$ cat config.mk
export PLATFORM = sky130hd
export DESIGN_NAME = turn_sequencer_p
export DESIGN_NICKNAME = d
export VERILOG_FILES = /design/src/rtl/turn_sequencer_p.sv
export SDC_FILE = /design/constraint.sdc
export NUM_CORES = 1
export LEC_CHECK = 0
export CORE_UTILIZATION = 50
export DETAILED_ROUTE_END_ITERATION = 8
export PLACE_DENSITY = 0.77
export SYNTH_ARGS = -nofsm -noshare
export SYNTH_HDL_FRONTEND = slang
export SYNTH_SLANG_ARGS = --single-unit
export TNS_END_PERCENT = 5
$ cat constraint.sdc
create_clock -name clk -period 1.9 [get_ports clk]
set_input_delay 0.285 -clock clk [delete_from_list [all_inputs] [get_ports clk]]
set_output_delay 0.285 -clock clk [all_outputs]
set_load 0.005 [all_outputs]
$ cat src/rtl/turn_sequencer_p.sv
// turn_sequencer_p: paper-soccer turn sequencer; alternates local/remote framed turns over a char link.
// Ports: clk/rst (async active-low) | game_start, first_move, game_abort: game control
//        rx_data/rx_valid: remote chars | my_turn, move_valid, move_dir, move_again: local moves
//        upd_dir/upd_valid/upd_src/upd_done: board-update handshake | tx_data/tx_wr/tx_full: TX buffer
//        move_count, turn_timeout, proto_err: status
module turn_sequencer_p #(
   parameter int DIR_W = 3,
   parameter int NUM_DIRS = 8,
   parameter int CHAR_W = 8,
   parameter int ASCII_BASE = 48,
   parameter logic [CHAR_W-1:0] OPEN_CH = 8'h7B,
   parameter logic [CHAR_W-1:0] CLOSE_CH = 8'h7D,
   parameter logic [CHAR_W-1:0] EOL_CH = 8'h0A,
   parameter int MAX_MOVES = 16,
   parameter int TURN_CYCLES = 50000000,
   localparam int MC_W = $clog2(MAX_MOVES + 1)
) (
   input  logic              clk,
   input  logic              rst,
   input  logic              game_start,
   input  logic              first_move,
   input  logic              game_abort,
   input  logic [CHAR_W-1:0] rx_data,
   input  logic              rx_valid,
   output logic              my_turn,
   input  logic              move_valid,
   input  logic [DIR_W-1:0]  move_dir,
   input  logic              move_again,
   output logic [DIR_W-1:0]  upd_dir,
   output logic              upd_valid,
   output logic              upd_src,
   input  logic              upd_done,
   output logic [CHAR_W-1:0] tx_data,
   output logic              tx_wr,
   input  logic              tx_full,
   output logic [MC_W-1:0]   move_count,
   output logic              turn_timeout,
   output logic              proto_err
);
   localparam int TW = (TURN_CYCLES > 1) ? $clog2(TURN_CYCLES) : 1;
   typedef enum logic [3:0] {IDLE, R_OPEN, R_MOVE, R_UPD, R_EOL, L_OPEN, L_WAIT, L_UPD, L_CLOSE, L_EOL} state_t;
   state_t state_q, state_d;
   logic [TW-1:0] timer_q, timer_d, tick;
   logic [MC_W-1:0] move_count_q, move_count_d;
   logic [DIR_W-1:0] upd_dir_q, upd_dir_d;
   logic [CHAR_W-1:0] tx_data_q, tx_data_d, rx_off;
   logic upd_valid_q, upd_valid_d, upd_src_q, upd_src_d, tx_wr_q, tx_wr_d;
   logic turn_timeout_q, turn_timeout_d, proto_err_q, proto_err_d, again_q, again_d;
   logic expired, rx_dir_ok, loc_try, accept, more;
   // unsigned CHAR_W-wide offset: chars below ASCII_BASE wrap high and fail the range test
   assign rx_off = rx_data - CHAR_W'(ASCII_BASE);
   assign rx_dir_ok = int'(rx_off) < NUM_DIRS;
   assign expired = timer_q == TW'(TURN_CYCLES - 1);
   assign tick = expired ? timer_q : timer_q + TW'(1);
   assign my_turn = (state_q == L_WAIT) && !tx_full && !expired;
   assign loc_try = my_turn && move_valid;
   assign accept = loc_try && (int'(move_dir) < NUM_DIRS);
   assign more = again_q && (move_count_q < MC_W'(MAX_MOVES)) && !expired;
   always_ff @(posedge clk or negedge rst) begin
      if (!rst) begin
         state_q <= IDLE;
         timer_q <= '0;
         move_count_q <= '0;
         upd_dir_q <= '0;
         tx_data_q <= '0;
         upd_valid_q <= 1'b0;
         upd_src_q <= 1'b0;
         tx_wr_q <= 1'b0;
         turn_timeout_q <= 1'b0;
         proto_err_q <= 1'b0;
         again_q <= 1'b0;
      end else begin
         state_q <= state_d;
         timer_q <= timer_d;
         move_count_q <= move_count_d;
         upd_dir_q <= upd_dir_d;
         tx_data_q <= tx_data_d;
         upd_valid_q <= upd_valid_d;
         upd_src_q <= upd_src_d;
         tx_wr_q <= tx_wr_d;
         turn_timeout_q <= turn_timeout_d;
         proto_err_q <= proto_err_d;
         again_q <= again_d;
      end
   end
   always_comb begin
      state_d = state_q;
      case (state_q)
         IDLE:    if (game_start) state_d = first_move ? L_OPEN : R_OPEN;
         R_OPEN:  if (rx_valid && rx_data == OPEN_CH) state_d = R_MOVE;
         R_MOVE:  if (rx_valid) state_d = rx_dir_ok ? R_UPD : (rx_data == CLOSE_CH) ? R_EOL : R_MOVE;
         R_UPD:   if (upd_done) state_d = R_MOVE;
         R_EOL:   if (rx_valid && rx_data == EOL_CH) state_d = L_OPEN;
         L_OPEN:  if (!tx_full) state_d = L_WAIT;
         L_WAIT:  state_d = expired ? L_CLOSE : accept ? L_UPD : L_WAIT;
         L_UPD:   if (upd_done) state_d = more ? L_WAIT : L_CLOSE;
         L_CLOSE: if (!tx_full) state_d = L_EOL;
         L_EOL:   if (!tx_full) state_d = R_OPEN;
         default: state_d = IDLE;
      endcase
      if (game_abort) state_d = IDLE;
   end
   always_comb begin
      timer_d = timer_q;
      move_count_d = move_count_q;
      upd_dir_d = upd_dir_q;
      tx_data_d = tx_data_q;
      upd_valid_d = upd_valid_q;
      upd_src_d = upd_src_q;
      again_d = again_q;
      tx_wr_d = 1'b0;
      turn_timeout_d = 1'b0;
      proto_err_d = 1'b0;
      case (state_q)
         R_OPEN: proto_err_d = rx_valid && rx_data != OPEN_CH;
         R_MOVE: begin
            proto_err_d = rx_valid && !rx_dir_ok && rx_data != CLOSE_CH;
            if (rx_valid && rx_dir_ok) begin
               upd_valid_d = 1'b1;
               upd_dir_d = rx_off[DIR_W-1:0];
               upd_src_d = 1'b1;
            end
         end
         R_UPD: begin
            proto_err_d = rx_valid;
            upd_valid_d = upd_valid_q && !upd_done;
         end
         R_EOL: proto_err_d = rx_valid && rx_data != EOL_CH;
         L_OPEN: if (!tx_full) begin
            tx_wr_d = 1'b1;
            tx_data_d = OPEN_CH;
            timer_d = '0;
            move_count_d = '0;
         end
         L_WAIT: begin
            timer_d = tick;
            turn_timeout_d = expired;
            proto_err_d = loc_try && !accept;
            if (accept) begin
               tx_wr_d = 1'b1;
               tx_data_d = CHAR_W'(move_dir) + CHAR_W'(ASCII_BASE);
               upd_valid_d = 1'b1;
               upd_dir_d = move_dir;
               upd_src_d = 1'b0;
               move_count_d = move_count_q + MC_W'(1);
               again_d = move_again;
            end
         end
         L_UPD: begin
            timer_d = tick;
            upd_valid_d = upd_valid_q && !upd_done;
            turn_timeout_d = upd_done && expired;
         end
         L_CLOSE: if (!tx_full) begin
            tx_wr_d = 1'b1;
            tx_data_d = CLOSE_CH;
         end
         L_EOL: if (!tx_full) begin
            tx_wr_d = 1'b1;
            tx_data_d = EOL_CH;
         end
         default: ;
      endcase
      // abort wins over everything: drop any pending handshake, write or pulse
      if (game_abort) begin
         tx_wr_d = 1'b0;
         upd_valid_d = 1'b0;
         turn_timeout_d = 1'b0;
         proto_err_d = 1'b0;
      end
   end
   assign upd_dir = upd_dir_q;
   assign upd_valid = upd_valid_q;
   assign upd_src = upd_src_q;
   assign tx_data = tx_data_q;
   assign tx_wr = tx_wr_q;
   assign move_count = move_count_q;
   assign turn_timeout = turn_timeout_q;
   assign proto_err = proto_err_q;
endmodule
=== Yosys cells after proc, flatten, opt, wreduce, memory -nomap -nowiden ===
Cells that the tools add are included.
Widths: inputs -> output; s select.

* Register bits: 52
* Bits of input ports: 21

* $add $sub $neg: 4
* $lt $le $gt $ge: 2
* Eq/ne operators: 33
* Muxes and demuxes: 45
* Reduce and logical (&&, ||, !) cells: 34

{| class="wikitable"
|+ Operators with widths
! kind !! number
|-
| $mux 26 || 2
|-
| $pmux 26 s2 || 1
|-
| $mux 4 || 12
|-
| $pmux 4 s10 || 1
|-
| $ne 3x3->1 const B || 11
|-
| $mux 8 || 4
|-
| $pmux 8 s4 || 1
|-
| $add 26x1->26 const B || 1
|-
| $eq 26x26->1 const B || 1
|-
| $eq 4x3->1 const B || 4
|-
| $eq 8x7->1 const B || 2
|-
| $ne 8x7->1 const B || 2
|-
| $mux 3 || 5
|-
| $logic_and 1x1->1 || 14
|-
| $ne 2x2->1 const B || 6
|-
| $reduce_and 3->1 || 4
|-
| $mux 1 || 10
|-
| $mux 5 || 2
|-
| $pmux 5 s2 || 1
|-
| $reduce_and 9->1 || 1
|-
| $eq 4x2->1 const B || 2
|-
| $eq 4x4->1 const B || 2
|-
| $eq 8x4->1 const B || 1
|-
| $lt 8x4->1 const B || 1
|-
| 18 further kinds || 27
|}

=== Logic depth before layout (Yosys ltp) ===
* Word-level depth: 8
* Gate-level depth with buffers: 8

=== Worst setup path before layout ===
Ideal clock, no wire load.

* Kind: reg2reg
* Start: register timer_q[0]
* End: register timer_q[18]
* Library setup time: 79 ps
* Data arrival time: 2036 ps
* Required time: 1821 ps
* Path slack: -215 ps
* Cell stages (with the launch flop): 9
* Cells stage by stage: dfrtp_1 ha_1 nand3_1 or3_1 clkbuf_1 or3_1 clkbuf_1 nand4_1 mux2i_1

* Longest elaborated chain between the ends: 3
* Elaborated cells on any way between the ends: 6
* Those cells by class: add/sub (1); eq/ne (2); mux (2); reduce/logical (1)

{| class="wikitable"
|+ RTL lines
! what !! line !! RTL
|-
| start, declared || 43 || <nowiki>logic [TW-1:0] timer_q, timer_d, tick;</nowiki>
|-
| start signal, assigned || 74 || <nowiki>timer_q <= timer_d;</nowiki>
|-
| $add 26x1->26 / $eq 26x26->1 (equally long branches) || 54, 53 ||
|-
| $mux 26 / $ne 2x2->1 (equally long branches) || - ||
|-
| $pmux 26 s2 / $reduce_and 3->1 (equally long branches) || - ||
|}

Several ways; a longest one is shown, not always the timed one. The select of a mux whose other input is x is not followed.
A chain may end at the register's enable or synchronous reset.

=== Final worst setup path ===
* Start: register timer_q[9]
* End: register timer_q[25]

The elaborated chain is that of the path after synthesis.

==> results.md <==
* Site Rows at 28
* Mean Syn Cell Area at 8.904 um2
* Flops & latches, synth at 50
* Net count, final at 489
* Post-DP HPWL at 6615 um
* RSZ-0062 raised after global routing: true
* CP Class: register to register
* Status: finished, violations left
* TritonCTS Buffers at 5
* Core outline area at 5921 um2
* Area share of the largest cell type after synthesis at 40.97%
* Max VDD drop at 0.0007592 V
* Leak Pwr at 2.085 nW
* Dpl ws at -0.5730 ns
* Largest net degree at the start of global routing at 28
* Clk_lat worst skew at 0.31 ns
* Min Tclk post-route at 2.115 ns
* Die width at 80.16 um
* Critical Path Source Type: register
* Setup Viol. Count Final at 33
* Initial antenna violation count at 0
* Initial DRC Count at 466
* TritonCTS clock tree: done
* Arrival time worst endpoint at 2.36 ns
* Via count at 3,440
* 1st-pass router iterations at 5
* Final Slew Violations at 0
* Worst-Margin Slew at 0.5907 ns
* Full die area at 6425 um2
* Vias in the first global route at 3,282
* I/O Pins at 43
* Max cap viols at 0
* Cell count after synthesis at 343
* CP Max Fanout at 4
* Ant diodes at 0
* Starting Density at 51.58%
* Sequential share of the synthesized area at 40.97%
* Setup_tns at -3.079 ns
* IO Port Bufs at 41
* Hold Crit Depth at 1
* Die Span Y at 80.16 um
* Failing checks: setup timing
* RePlAce Congestion at 0.9124
* H-tree Lvls at 2
* Avg WL per Cell at 19.00 um
* Global-route wire length before repair at 15,790 um
* Slew Limit Headroom at 60.62%
* Leading area contributor after synthesis: dfrtp_1
* CTS root buffer: clkbuf_8
* Clock buffer depth at 2
* Tcrit/Tclk final at 111.3%
* Unique masters post-synth at 57
* CTS Sinks at 50
* Post-Syn Area at 3054 um2
* Fmax at 0.4727 GHz
* GR Overflow Total at 0
* Share of cells above drive strength 1 at 33.40%
* Clock transition at path regs at 0.10 ns
* Layout area overhead at 51.41%
* Overall Global Routing Usage at 32.40%
* Ys flop type: dfrtp_1
* Number of synthesized flops with an enable pin at 0
* Drt total wl at 10,300 um
* Syn Nets at 366
* Worst clock skew at 0.01056 ns
* Worst Setup End Kind: register
* Vias per cell at 6.347
* CP required at 2.14 ns
* HP Class: register to register
* Setup ws final at -0.2155 ns
* PwrDens at 984.9 nW/um2
* FF-to-FF path depth at 6
* Async SR Flop Fraction at 100.0%
* # DRC at 0
* Synth warn at 0
* Final Hold Vio Count at 0
* Post-DRT Antenna Nets at 0
* Area contributors post-synth: dfrtp_1 (41%), a21oi_1 (3.6%), nand2_1 (3.3%), nor2_1 (2.9%), o31ai_1 (2.9%)
[critical path, cell delays in order (launching register included)]
cell	delay [ns]
dfrtp_1	0.42
buf_6	0.14
and4_4	0.25
nand4_4	0.11
or4_4	0.47
or4_4	0.50
a21oi_2	0.13
[report_power, final]
group	internal (mW)	total [mW]	leakage (nW)	switching [mW]
sequential	1.31	1.51	0.659	0.209
clock	0.389	0.775	0.0579	0.386
combinational	1.18	2.27	1.37	1.08
total	2.87	4.55	2.08	1.68
[cells in the mapped netlist (all sizes together) (9+ instances only)]
| library cell | number |
|---|---|
| nor4 | 11 |
| o21ai | 12 |
| clkbuf | 12 |
| nand4 | 15 |
| nor2 | 24 |
| a21oi | 22 |
| o31ai | 12 |
| buf | 13 |
| nand2b | 11 |
| nand3 | 9 |
| dfrtp | 50 |
| nand2 | 27 |
| nor3 | 15 |
| or4 | 9 |
[state kept, by name, indices dropped and copies added (netlist names)]
name          count
upd_valid         1
timer_q          26
proto_err         1
state_q           4
turn_timeout      1
upd_src           1
upd_dir           3
tx_data           6
move_count        5
again_q           1
tx_wr             1
[logic make-up (layout without fill, tap and decap cells)]
| kind of cell | count (synthesis) | count (layout) | synth area share [%] |
|---|---|---|---|
| AOI/OAI and AO/OA | 81 | 81 | 17.99 |
| xor gates and xnor gates | 7 | 7 | 2.007 |
| adders and majority gates | 2 | 2 | 0.8192 |
| buffers and inverters | 32 | 156 | 4.875 |
| DFF | 50 | 50 | 40.97 |
| muxes | 7 | 7 | 2.417 |
| other | 1 | 1 | 0.1228 |
| and+or+nand+nor | 163 | 163 | 30.81 |
[cell type report]
| type | instances | area, um2 |
|---|---|---|
| Fill cell | 347 | 1296 |
| Multi-Input combinational cell | 261 | 1928 |
| Sequential cell | 50 | 1251 |
| Tap cell | 75 | 93.84 |
| Timing Repair Buffer | 141 | 1216 |
| Clock buffer | 5 | 68.82 |
| Inverter | 7 | 26.28 |
| Clock inverter | 3 | 40.04 |
[repair_timing]
item | in CTS | in global routing
gates resized for setup | 49 | 18
pin swaps | 17 | 7
buffers inserted | 1 | 1
endpoints found under the hold margin | 23 | 0
endpoints found under the setup margin | 41 | 45
hold buffers | 1 | 0
[metrics by stage]
step | power [mW] | instances | utilization, % | area, um2 | hold WS [ns]
after floorplan | 2.466 | 343 | - | 3058 | -0.01059
after detailed placement | 3.441 | 531 | 70.46 | 4172 | 0.3166
after global routing | 4.789 | 542 | 78.11 | 4624 | 0.5108
after global placement | 3.384 | 531 | 70.46 | 4172 | 0.3093
after CTS | 4.440 | 541 | 76.27 | 4516 | 0.4952
final | 4.554 | 542 | 78.11 | 4624 | 0.4922
[path summary, 6_finish.rpt]
check,start,to,slack [ns]
worst max-delay path,timer_q[9]$_DFFE_PN0P_,timer_q[25]$_DFFE_PN0P_,-0.22
worst min-delay path,upd_dir[2]$_DFFE_PN0P_,upd_dir[2]$_DFFE_PN0P_,0.49
worst max register to register,timer_q[9]$_DFFE_PN0P_,timer_q[25]$_DFFE_PN0P_,-0.22
worst min register to register,upd_dir[2]$_DFFE_PN0P_,upd_dir[2]$_DFFE_PN0P_,0.49
max in group asynchronous,rst,timer_q[18]$_DFFE_PN0P_,0.84
min in group asynchronous,rst,turn_timeout$_DFF_PN0_,0.50
[cell usage in the layout (no fill, tap or decap), types with 4 or more instances in the layout]
cell type,count
a211o_1,5
a21oi_1,17
a21oi_2,5
and3_1,4
buf_4,86
buf_6,12
clkbuf_8,5
clkdlybuf4s50_1,39
dfrtp_1,50
inv_1,7
mux2i_1,4
nand2_1,27
nand2b_1,11
nand3_1,7
nand4_1,14
nor2_1,23
nor2b_1,5
nor3_1,12
nor4_2,5
o21ai_0,11
o31ai_1,12
or3_1,4
or4_1,6
xnor2_1,6
[per-layer routing]
layer	up-vias	GRT usage (%)	wire length, um
met5	-	0	0
met4	0	14.82	272
met3	35	5.227	852
met2	216	52.14	4938
met1	1654	42.65	4233
li1	1535	-	-
Note: power is estimated with default switching activity, not from simulation.
